**config.mk**
```make
export PLATFORM = sky130hd
export DESIGN_NAME = shift_seq
export DESIGN_NICKNAME = d
export VERILOG_FILES = /design/src/rtl/shift_seq_pkg.sv /design/src/rtl/down_counter.sv /design/src/rtl/shift_seq.sv
export SDC_FILE = /design/constraint.sdc
export NUM_CORES = 1
export LEC_CHECK = 0
export CAP_MARGIN = 30
export CORE_MARGIN = 2
export CORE_UTILIZATION = 40
export DETAILED_ROUTE_END_ITERATION = 16
export MAX_ROUTING_LAYER = met4
export PLACE_DENSITY = 0.76
export SLEW_MARGIN = 25
export SYNTH_ARGS = -nofsm -noshare
export SYNTH_HDL_FRONTEND = slang
export SYNTH_SLANG_ARGS = --single-unit
```
**constraint.sdc**
```tcl
create_clock -name clk -period 1.4 [get_ports clk]
set_input_delay 0.28 -clock clk [delete_from_list [all_inputs] [get_ports clk]]
set_output_delay 0.28 -clock clk [all_outputs]
set_load 0.01 [all_outputs]
```
**src/rtl/shift_seq_pkg.sv**
```systemverilog
// Shared types and constants for the shift-register command sequencer.
//   state_t     : sequencer FSM states
//   SHIFT_RIGHT : cmd_dir / sr_shift_type value for a right shift (fill enters MSB)
//   SHIFT_LEFT  : cmd_dir / sr_shift_type value for a left shift (fill enters LSB)
package shift_seq_pkg;

    typedef enum logic [1:0] {
        S_IDLE,
        S_LOAD,
        S_SHIFT,
        S_DONE
    } state_t;

    localparam logic SHIFT_RIGHT = 1'b0;
    localparam logic SHIFT_LEFT  = 1'b1;

endpackage

```
**src/rtl/down_counter.sv**
```systemverilog
// Loadable down-counter used to pace the shift phase.
//   clk, rst  : clock, asynchronous active-low reset
//   load      : load cnt with load_val (has priority over dec)
//   dec       : decrement cnt by one
//   load_val  : value to load
//   cnt       : current count
//   is_one    : cnt == 1, i.e. the current cycle is the last shift
module down_counter #(
    parameter int CW = 4
) (
    input  logic          clk,
    input  logic          rst,
    input  logic          load,
    input  logic          dec,
    input  logic [CW-1:0] load_val,
    output logic [CW-1:0] cnt,
    output logic          is_one
);

    always_ff @(posedge clk or negedge rst) begin
        if (!rst) begin
            cnt <= '0;
        end else if (load) begin
            cnt <= load_val;
        end else if (dec) begin
            cnt <= cnt - CW'(1);
        end
    end

    assign is_one = (cnt == CW'(1));

endmodule

```
**src/rtl/shift_seq.sv**
```systemverilog
// Command sequencer driving a parallel-load shift register.
// Accepts (word, count, dir, fill) over a valid/ready handshake, loads the
// word, issues count single-bit shifts (count clamped to N), samples the
// register output and pulses done.
//   clk, rst          : clock, asynchronous active-low reset
//   cmd_valid/ready   : command handshake (ready only in IDLE)
//   cmd_data/count/dir/fill : command fields
//   abort             : terminate an active command (LOAD or SHIFT)
//   sr_*              : shift-register control / data pins
//   sr_data_out       : shift-register parallel output
//   done              : one-cycle completion pulse
//   res_data          : register contents captured in DONE
//   res_aborted       : last command ended by abort
module shift_seq
    import shift_seq_pkg::*;
#(
    parameter int N  = 8,
    parameter int CW = $clog2(N + 1)
) (
    input  logic          clk,
    input  logic          rst,
    input  logic          cmd_valid,
    output logic          cmd_ready,
    input  logic [N-1:0]  cmd_data,
    input  logic [CW-1:0] cmd_count,
    input  logic          cmd_dir,
    input  logic          cmd_fill,
    input  logic          abort,
    output logic          sr_ld,
    output logic          sr_shift_en,
    output logic          sr_shift_type,
    output logic          sr_ser_in,
    output logic [N-1:0]  sr_data_in,
    input  logic [N-1:0]  sr_data_out,
    output logic          done,
    output logic [N-1:0]  res_data,
    output logic          res_aborted
);

    state_t        state, state_nxt;
    logic [N-1:0]  word_q;
    logic          dir_q;
    logic          fill_q;
    logic [CW-1:0] count_q;
    logic          abort_q;
    logic          accept;
    logic [CW-1:0] count_clamped;
    logic          cnt_load;
    logic          cnt_dec;
    logic [CW-1:0] cnt;
    logic          cnt_is_one;

    assign accept        = cmd_valid && (state == S_IDLE);
    assign count_clamped = (cmd_count > CW'(N)) ? CW'(N) : cmd_count;

    down_counter #(
        .CW (CW)
    ) u_cnt (
        .clk      (clk),
        .rst      (rst),
        .load     (cnt_load),
        .dec      (cnt_dec),
        .load_val (count_q),
        .cnt      (cnt),
        .is_one   (cnt_is_one)
    );

    always_ff @(posedge clk or negedge rst) begin
        if (!rst) begin
            state <= S_IDLE;
        end else begin
            state <= state_nxt;
        end
    end

    always_ff @(posedge clk or negedge rst) begin
        if (!rst) begin
            word_q      <= '0;
            dir_q       <= SHIFT_RIGHT;
            fill_q      <= 1'b0;
            count_q     <= '0;
            abort_q     <= 1'b0;
            res_data    <= '0;
            res_aborted <= 1'b0;
        end else begin
            if (accept) begin
                word_q  <= cmd_data;
                dir_q   <= cmd_dir;
                fill_q  <= cmd_fill;
                count_q <= count_clamped;
                abort_q <= 1'b0;
            end else if (abort && (state == S_LOAD || state == S_SHIFT)) begin
                abort_q <= 1'b1;
            end
            if (state == S_DONE) begin
                res_data    <= sr_data_out;
                res_aborted <= abort_q;
            end
        end
    end

    always_comb begin
        state_nxt     = state;
        cmd_ready     = 1'b0;
        sr_ld         = 1'b0;
        sr_shift_en   = 1'b0;
        sr_shift_type = 1'b0;
        done          = 1'b0;
        cnt_load      = 1'b0;
        cnt_dec       = 1'b0;
        unique case (state)
            S_IDLE: begin
                cmd_ready = 1'b1;
                if (accept) state_nxt = S_LOAD;
            end
            S_LOAD: begin
                sr_ld         = 1'b1;
                sr_shift_type = dir_q;
                cnt_load      = 1'b1;
                if (abort || count_q == '0) state_nxt = S_DONE;
                else                        state_nxt = S_SHIFT;
            end
            S_SHIFT: begin
                // abort suppresses the shift in the cycle it is seen
                sr_shift_en   = !abort;
                sr_shift_type = dir_q;
                cnt_dec       = 1'b1;
                if (abort || cnt_is_one) state_nxt = S_DONE;
            end
            S_DONE: begin
                done          = 1'b1;
                sr_shift_type = dir_q;
                state_nxt     = S_IDLE;
            end
            default: state_nxt = S_IDLE;
        endcase
    end

    assign sr_data_in = word_q;
    assign sr_ser_in  = fill_q;

endmodule

```
==> flow_metrics.py, run 1 <==
metrics = {
    "grt": {
        "grt.overflow.total": 0,
        "grt.total_usage": 0.170,
        "antenna_found_initial": 0,
        "grt_pass1_wl_mm": 5.04,
        "grt_max_degree": 31,
        "grt_pass1_vias": 1117,
    },
    "yosys": {
        "ys_types": 26,
        "ys_ff_latch": 30,
        "syn_inst": 105,
        "ys_warn_count": 0,
        "synth_top_flop_cell": "dfrtp_1",
        "async_flop_share": 1.00,
        "synth-edff-count": 0,
        "syn_area_mm2": 0.00137,
        "syn_area_per_cell_um2": 13.0,
        "synthesis.nets": 138,
        "seq_area_frac_synth": 0.548,
    },
    "clock_tree": {
        "path_clk_slew_ps": 100,
        "numCtsBuffers": 5,
        "clk_path_buf_depth": 2,
        "cts_tree": "yes",
        "insertion_delay_ps": 340,
        "holdBufCountCts": 0,
        "cts_max_level": 2,
        "cts_root_buf": "clkbuf_4",
        "numClockSinks": 30,
    },
    "die": {
        "dieArea_mm2": 0.00391,
        "core-area_mm2": 0.00331,
        "die_h_um": 62.5,
        "start_util": 0.414,
        "io-pin-count": 49,
        "die_x_um": 62.5,
        "std_cell_rows": 21,
    },
    "critical_path": {
        "reg2reg_to": "state[1]",
        "crit_chain": "inv_4, buf_6, ha_4, buf_6",
        "reg2reg_from": "state[1]",
        "crit_arrival_ps": 1270,
        "cp-start-kind": "register",
        "rrSetupSlack_ps": -130,
        "r2r_cells": 7,
        "cp_slowest_cell": "dfrtp_2",
        "critPathMaxFanout": 3,
        "path_common_cell": "buf_6",
        "crit_path_max_incr_delay_ps": 470,
        "critPathRequiredTime_ps": 1120,
        "end_kind": "primary output",
        "worst-setup-path-type": "reg -> out",
    },
    "hold_path": {
        "hold_path.class": "in -> async",
    },
    "cells_and_area": {
        "finalNonFillerCells": 221,
        "fin_area_mm2": 0.00215,
        "drive_gt1_frac": 0.377,
        "diodes": 0,
        "area_growth_pct": 57.2,
        "post-route-util": 0.650,
        "fin_nets": 207,
    },
    "detailed_routing": {
        "viasPerCell": 4.92,
        "drc": 0,
        "drtIter0Drc": 22,
        "wl_per_cell_um": 13.8,
        "ant_nets": 0,
        "wl_mm": 3.06,
        "via_count": 1087,
        "dr.pass1.iters": 4,
    },
    "power": {
        "irDropWorstVdd_mv": 1.17,
        "total_power_mw": 4.90,
        "power-per-cell-area_mw_per_mm2": 2280,
        "p_leak_nw": 0.982,
    },
    "timing": {
        "fin_crit_sh": 1.11,
        "rsz0062_at_grt": "true",
        "fin_ws_ps": -152,
        "whs_ps": 282,
        "max_freq_mhz": 644,
        "max_slew.worst_pin.slew_ps": 251,
        "drv_slew": 0,
        "setup_viol": 19,
        "hold_viol": 0,
        "relSlewSlack": 0.832,
        "finalSetupTns_ps": -1040,
        "finClkSkew_ps": 2.55,
        "min_period_ps": 1550,
    },
    "placed_design": {
        "placed_area_mm2": 0.00200,
        "dp_cells": 208,
        "dp_hpwl_mm": 2.26,
        "port_buffers": 48,
        "routabilityCongestion": 0.774,
        "dp_slack_ps": -317,
    },
    "outcome": {
        "violations": "negative setup slack",
        "outcome": "finished with violations",
    },
    "flow_run": {
        "max_cap_violations": 0,
    },
}
[worst max-delay path, delay by kind of cell (launching register included)]
family,cells,cell delay (ps)
buf+inv,3,310
fa+ha+maj,1,160
flops,1,470
[where the power goes]
part | leakage, nW | switching [mW] | internal, mW | total, mW
Sequential | 0.355 | 0.286 | 1.32 | 1.61
Clock | 0.0343 | 0.328 | 0.241 | 0.569
Combinational | 0.592 | 1.16 | 1.56 | 2.72
Total | 0.982 | 1.77 | 3.13 | 4.90
[synthesized netlist by cell type, drive strengths merged (2+ instances only)]
master	n	area share
a21oi	5	0.018
buf	3	0.016
dfrtp	30	0.55
ha	7	0.064
inv	6	0.016
mux2	21	0.19
mux2i	2	0.015
nand2	6	0.018
nand2b	5	0.028
nor2	2	0.0055
o21ai	6	0.022
o22ai	2	0.0091
[state kept, by name, summed over array words and instances (netlist names)]
name / cells
abort_q: 1
count_q: 4
dir_q: 1
res_aborted: 1
res_data: 8
sr_data_in: 8
sr_ser_in: 1
state: 2
u_cnt.cnt: 4
[what timing repair did]
| item | 4_1_cts | 5_1_grt |
|---|---|---|
| buffers inserted | 2 | 3 |
| pin swaps | 2 | 2 |
| gates resized for setup | 55 | 7 |
| endpoints found under the setup margin | 39 | 25 |
[worst max path at each step]
stage | start | endpoint | cells after the start
3_3_place_gp | abort | sr_shift_en | 4
6_report | state[1] | cmd_ready | 4
4_1_cts | state[1] | cmd_ready | 4
5_1_grt | state[1] | cmd_ready | 4
3_5_place_dp | abort | sr_shift_en | 4
2_1_floorplan | state[1] | count_q[3] | 5
[metal layers]
metal	vias up	share of wire	GRT usage
li1	507	-	-
met1	536	0.39	0.176
met2	42	0.53	0.304
met3	2	0.068	0.0667
met4	0	0.0069	0.0417
met5	-	0	-
[cell families (layout without fill, tap and decap cells)]
logic type / after synthesis / in the layout / synth area share
buf+inv: 9 / 79 / 0.0320
compound gates: 17 / 17 / 0.0731
mux: 23 / 23 / 0.201
flops: 30 / 30 / 0.548
fa+ha+maj: 7 / 7 / 0.0639
simple gates: 19 / 19 / 0.0822
[placed cells by master, fill, tap and decap left out, types with 3 or more instances in the layout]
cell and instances:
a21oi_1 5, buf_4 13, ha_4 4, inv_1 3, clkdlybuf4s50_1 25, nand2_1 5, mux2_4 5, o21ai_0 5
dfrtp_1 29, clkbuf_4 5, dlygate4sd2_1 18, mux2_2 16, buf_6 6, nand2b_1 3
[layout make-up]
type | count | area, µm²
Sequential cell | 30 | 752
Fill cell | 290 | 1160
Clock inverter | 2 | 12.5
Multi-Input combinational cell | 66 | 652
Tap cell | 46 | 57.6
Clock buffer | 6 | 51.3
Inverter | 6 | 25.0
Timing Repair Buffer | 65 | 603
(Power assumes the default switching activity.)
==> run 2, diff against run 1 <==
Settings changed: CELL_PAD_IN_SITES_DETAIL_PLACEMENT from default to 1, CELL_PAD_IN_SITES_GLOBAL_PLACEMENT from default to 2, CORE_UTILIZATION 40 to 25, HOLD_SLACK_MARGIN from default to 0.1, PLACE_DENSITY 0.76 to default, PLACE_DENSITY_LB_ADDON from default to 0.1.
==> flow_metrics.py, run 2 (same netlist as run 1, synthesis figures left out) <==
metrics = {
    "detailed_routing": {
        "dr.pass1.iters": 3,
        "via_count": 1094,
        "wl_per_cell_um": 14.4,
        "drtIter0Drc": 38,
        "viasPerCell": 4.36,
        "wl_mm": 3.61,
        "drc": 0,
        "ant_nets": 0,
    },
    "clock_tree": {
        "numCtsBuffers": 5,
        "path_clk_slew_ps": 70,
        "cts_root_buf": "clkbuf_8",
        "holdBufCountCts": 0,
        "cts_tree": "yes",
        "insertion_delay_ps": 280,
        "cts_max_level": 2,
        "numClockSinks": 30,
        "clk_path_buf_depth": 2,
    },
    "die": {
        "die_h_um": 78.0,
        "std_cell_rows": 26,
        "start_util": 0.263,
        "die_x_um": 78.0,
        "dieArea_mm2": 0.00609,
        "io-pin-count": 49,
        "core-area_mm2": 0.00520,
    },
    "critical_path": {
        "worst-setup-path-type": "reg -> reg",
        "critPathRequiredTime_ps": 1560,
        "crit_arrival_ps": 1670,
        "critPathMaxFanout": 7,
        "cp-start-kind": "register",
        "end_kind": "register",
    },
    "timing": {
        "fin_crit_sh": 1.08,
        "setup_viol": 21,
        "hold_viol": 0,
        "rsz0062_at_grt": "true",
        "min_period_ps": 1510,
        "fin_ws_ps": -110,
        "max_freq_mhz": 662,
        "drv_slew": 0,
        "finClkSkew_ps": 5.99,
        "relSlewSlack": 0.801,
        "max_slew.worst_pin.slew_ps": 295,
    },
    "hold_path": {
        "hold_path.class": "in -> async",
    },
    "placed_design": {
        "dp_slack_ps": -349,
        "port_buffers": 48,
        "routabilityCongestion": 0.807,
        "dp_hpwl_mm": 2.51,
    },
    "power": {
        "p_leak_nw": 1.10,
        "power-per-cell-area_mw_per_mm2": 2370,
        "irDropWorstVdd_mv": 0.874,
    },
    "cells_and_area": {
        "mostFrequentLayoutCells": "dfrtp_1 (30), clkdlybuf4s50_1 (25), dlygate4sd2_1 (18)",
        "drive_gt1_frac": 0.436,
        "diodes": 0,
        "final_common_cell": "dfrtp_1",
        "post-route-util": 0.460,
        "area_growth_pct": 74.8,
        "fin_nets": 213,
        "regArea_um2": 751,
        "multiInputGateArea_um2": 713,
        "fill_cells": 561,
    },
    "grt": {
        "grt.overflow.total": 0,
        "grt_pass1_wl_mm": 5.84,
        "grt_pass1_vias": 1246,
        "grt_max_degree": 31,
        "antenna_found_initial": 0,
        "grt.total_usage": 0.129,
    },
    "outcome": {
        "violations": "negative setup slack",
        "outcome": "finished with violations",
    },
    "flow_run": {
        "max_cap_violations": 0,
    },
}
run 2: changes by cell type in the layout (fill, tap and decap cells not counted), moves of 2 or more:
cell      delta
buf_4        -4
buf_6        +5
buf_8        +2
clkbuf_4     -5
clkbuf_8     +4
inv_2        +2
mux2_2       -7
mux2_4       +7
nand2_1      -4
nand2_2      +3
o21ai_0      -3
o21ai_2      +2
run 2: worst paths after layout:
kind                        startpoint             to  slack [ps]  cells past startpoint
min                                rst   u_cnt.cnt[1]         350                      2
max reg2reg                   state[0]  sr_data_in[5]        -110                      7
min reg2reg                res_data[4]    res_data[4]         500                      1
max                           state[0]  sr_data_in[5]        -110                      7
min in group clk           res_data[4]    res_data[4]         500                      1
max in group asynchronous          rst   u_cnt.cnt[2]         870                      2
run 2: metrics by stage:
stage / std cells / instance area [µm²] / total power [mW] / setup TNS (ps) / hold WS (ps)
global route: 251 / 2390 / 6.11 / -2940 / 366
finish: 251 / 2390 / 5.69 / -1590 / 348
detailed placement: 235 / 2070 / 4.41 / -2510 / 488
global placement: 235 / 2070 / 4.30 / -2120 / 488
floorplan: 105 / 1380 / 3.01 / 0 / -15.6
CTS: 250 / 2330 / 5.51 / -1530 / 351
run 2: cell type report:
cell class                      count  area share
Clock buffer                        5      0.0287
Clock inverter                      3      0.0167
Inverter                            6     0.00940
Multi-Input combinational cell     66       0.298
Sequential cell                    30       0.313
Tap cell                           70      0.0366
Timing Repair Buffer               71       0.297
run 2: critical path: stages (launching register included):
cell,delay [ps]
dfrtp_1,390
inv_2,120
buf_6,120
ha_4,120
buf_6,120
nand2_8,60
buf_12,150
mux2_4,290
run 2: where the power goes:
part	total, mW	switching [mW]	internal (mW)
sequential	1.64	0.310	1.33
clock	0.858	0.335	0.523
combinational	3.19	1.32	1.88
total	5.69	1.96	3.73
run 2: layer usage:
metal | up-vias | wire (µm) | global-route usage | share of wire
met5 | - | 0 | - | 0
met4 | 0 | 65 | 0.0632 | 0.018
li1 | 521 | - | - | -
met2 | 35 | 1870 | 0.213 | 0.52
met1 | 531 | 1480 | 0.143 | 0.41
met3 | 7 | 202 | 0.0368 | 0.056
run 2: repair_timing:
| action | CTS | global route |
|---|---|---|
| pin swaps | 3 | 3 |
| gates resized for setup | 73 | 17 |
| gates cloned | 1 | 0 |
| setup endpoints to repair | 38 | 24 |
| setup buffers | 6 | 1 |
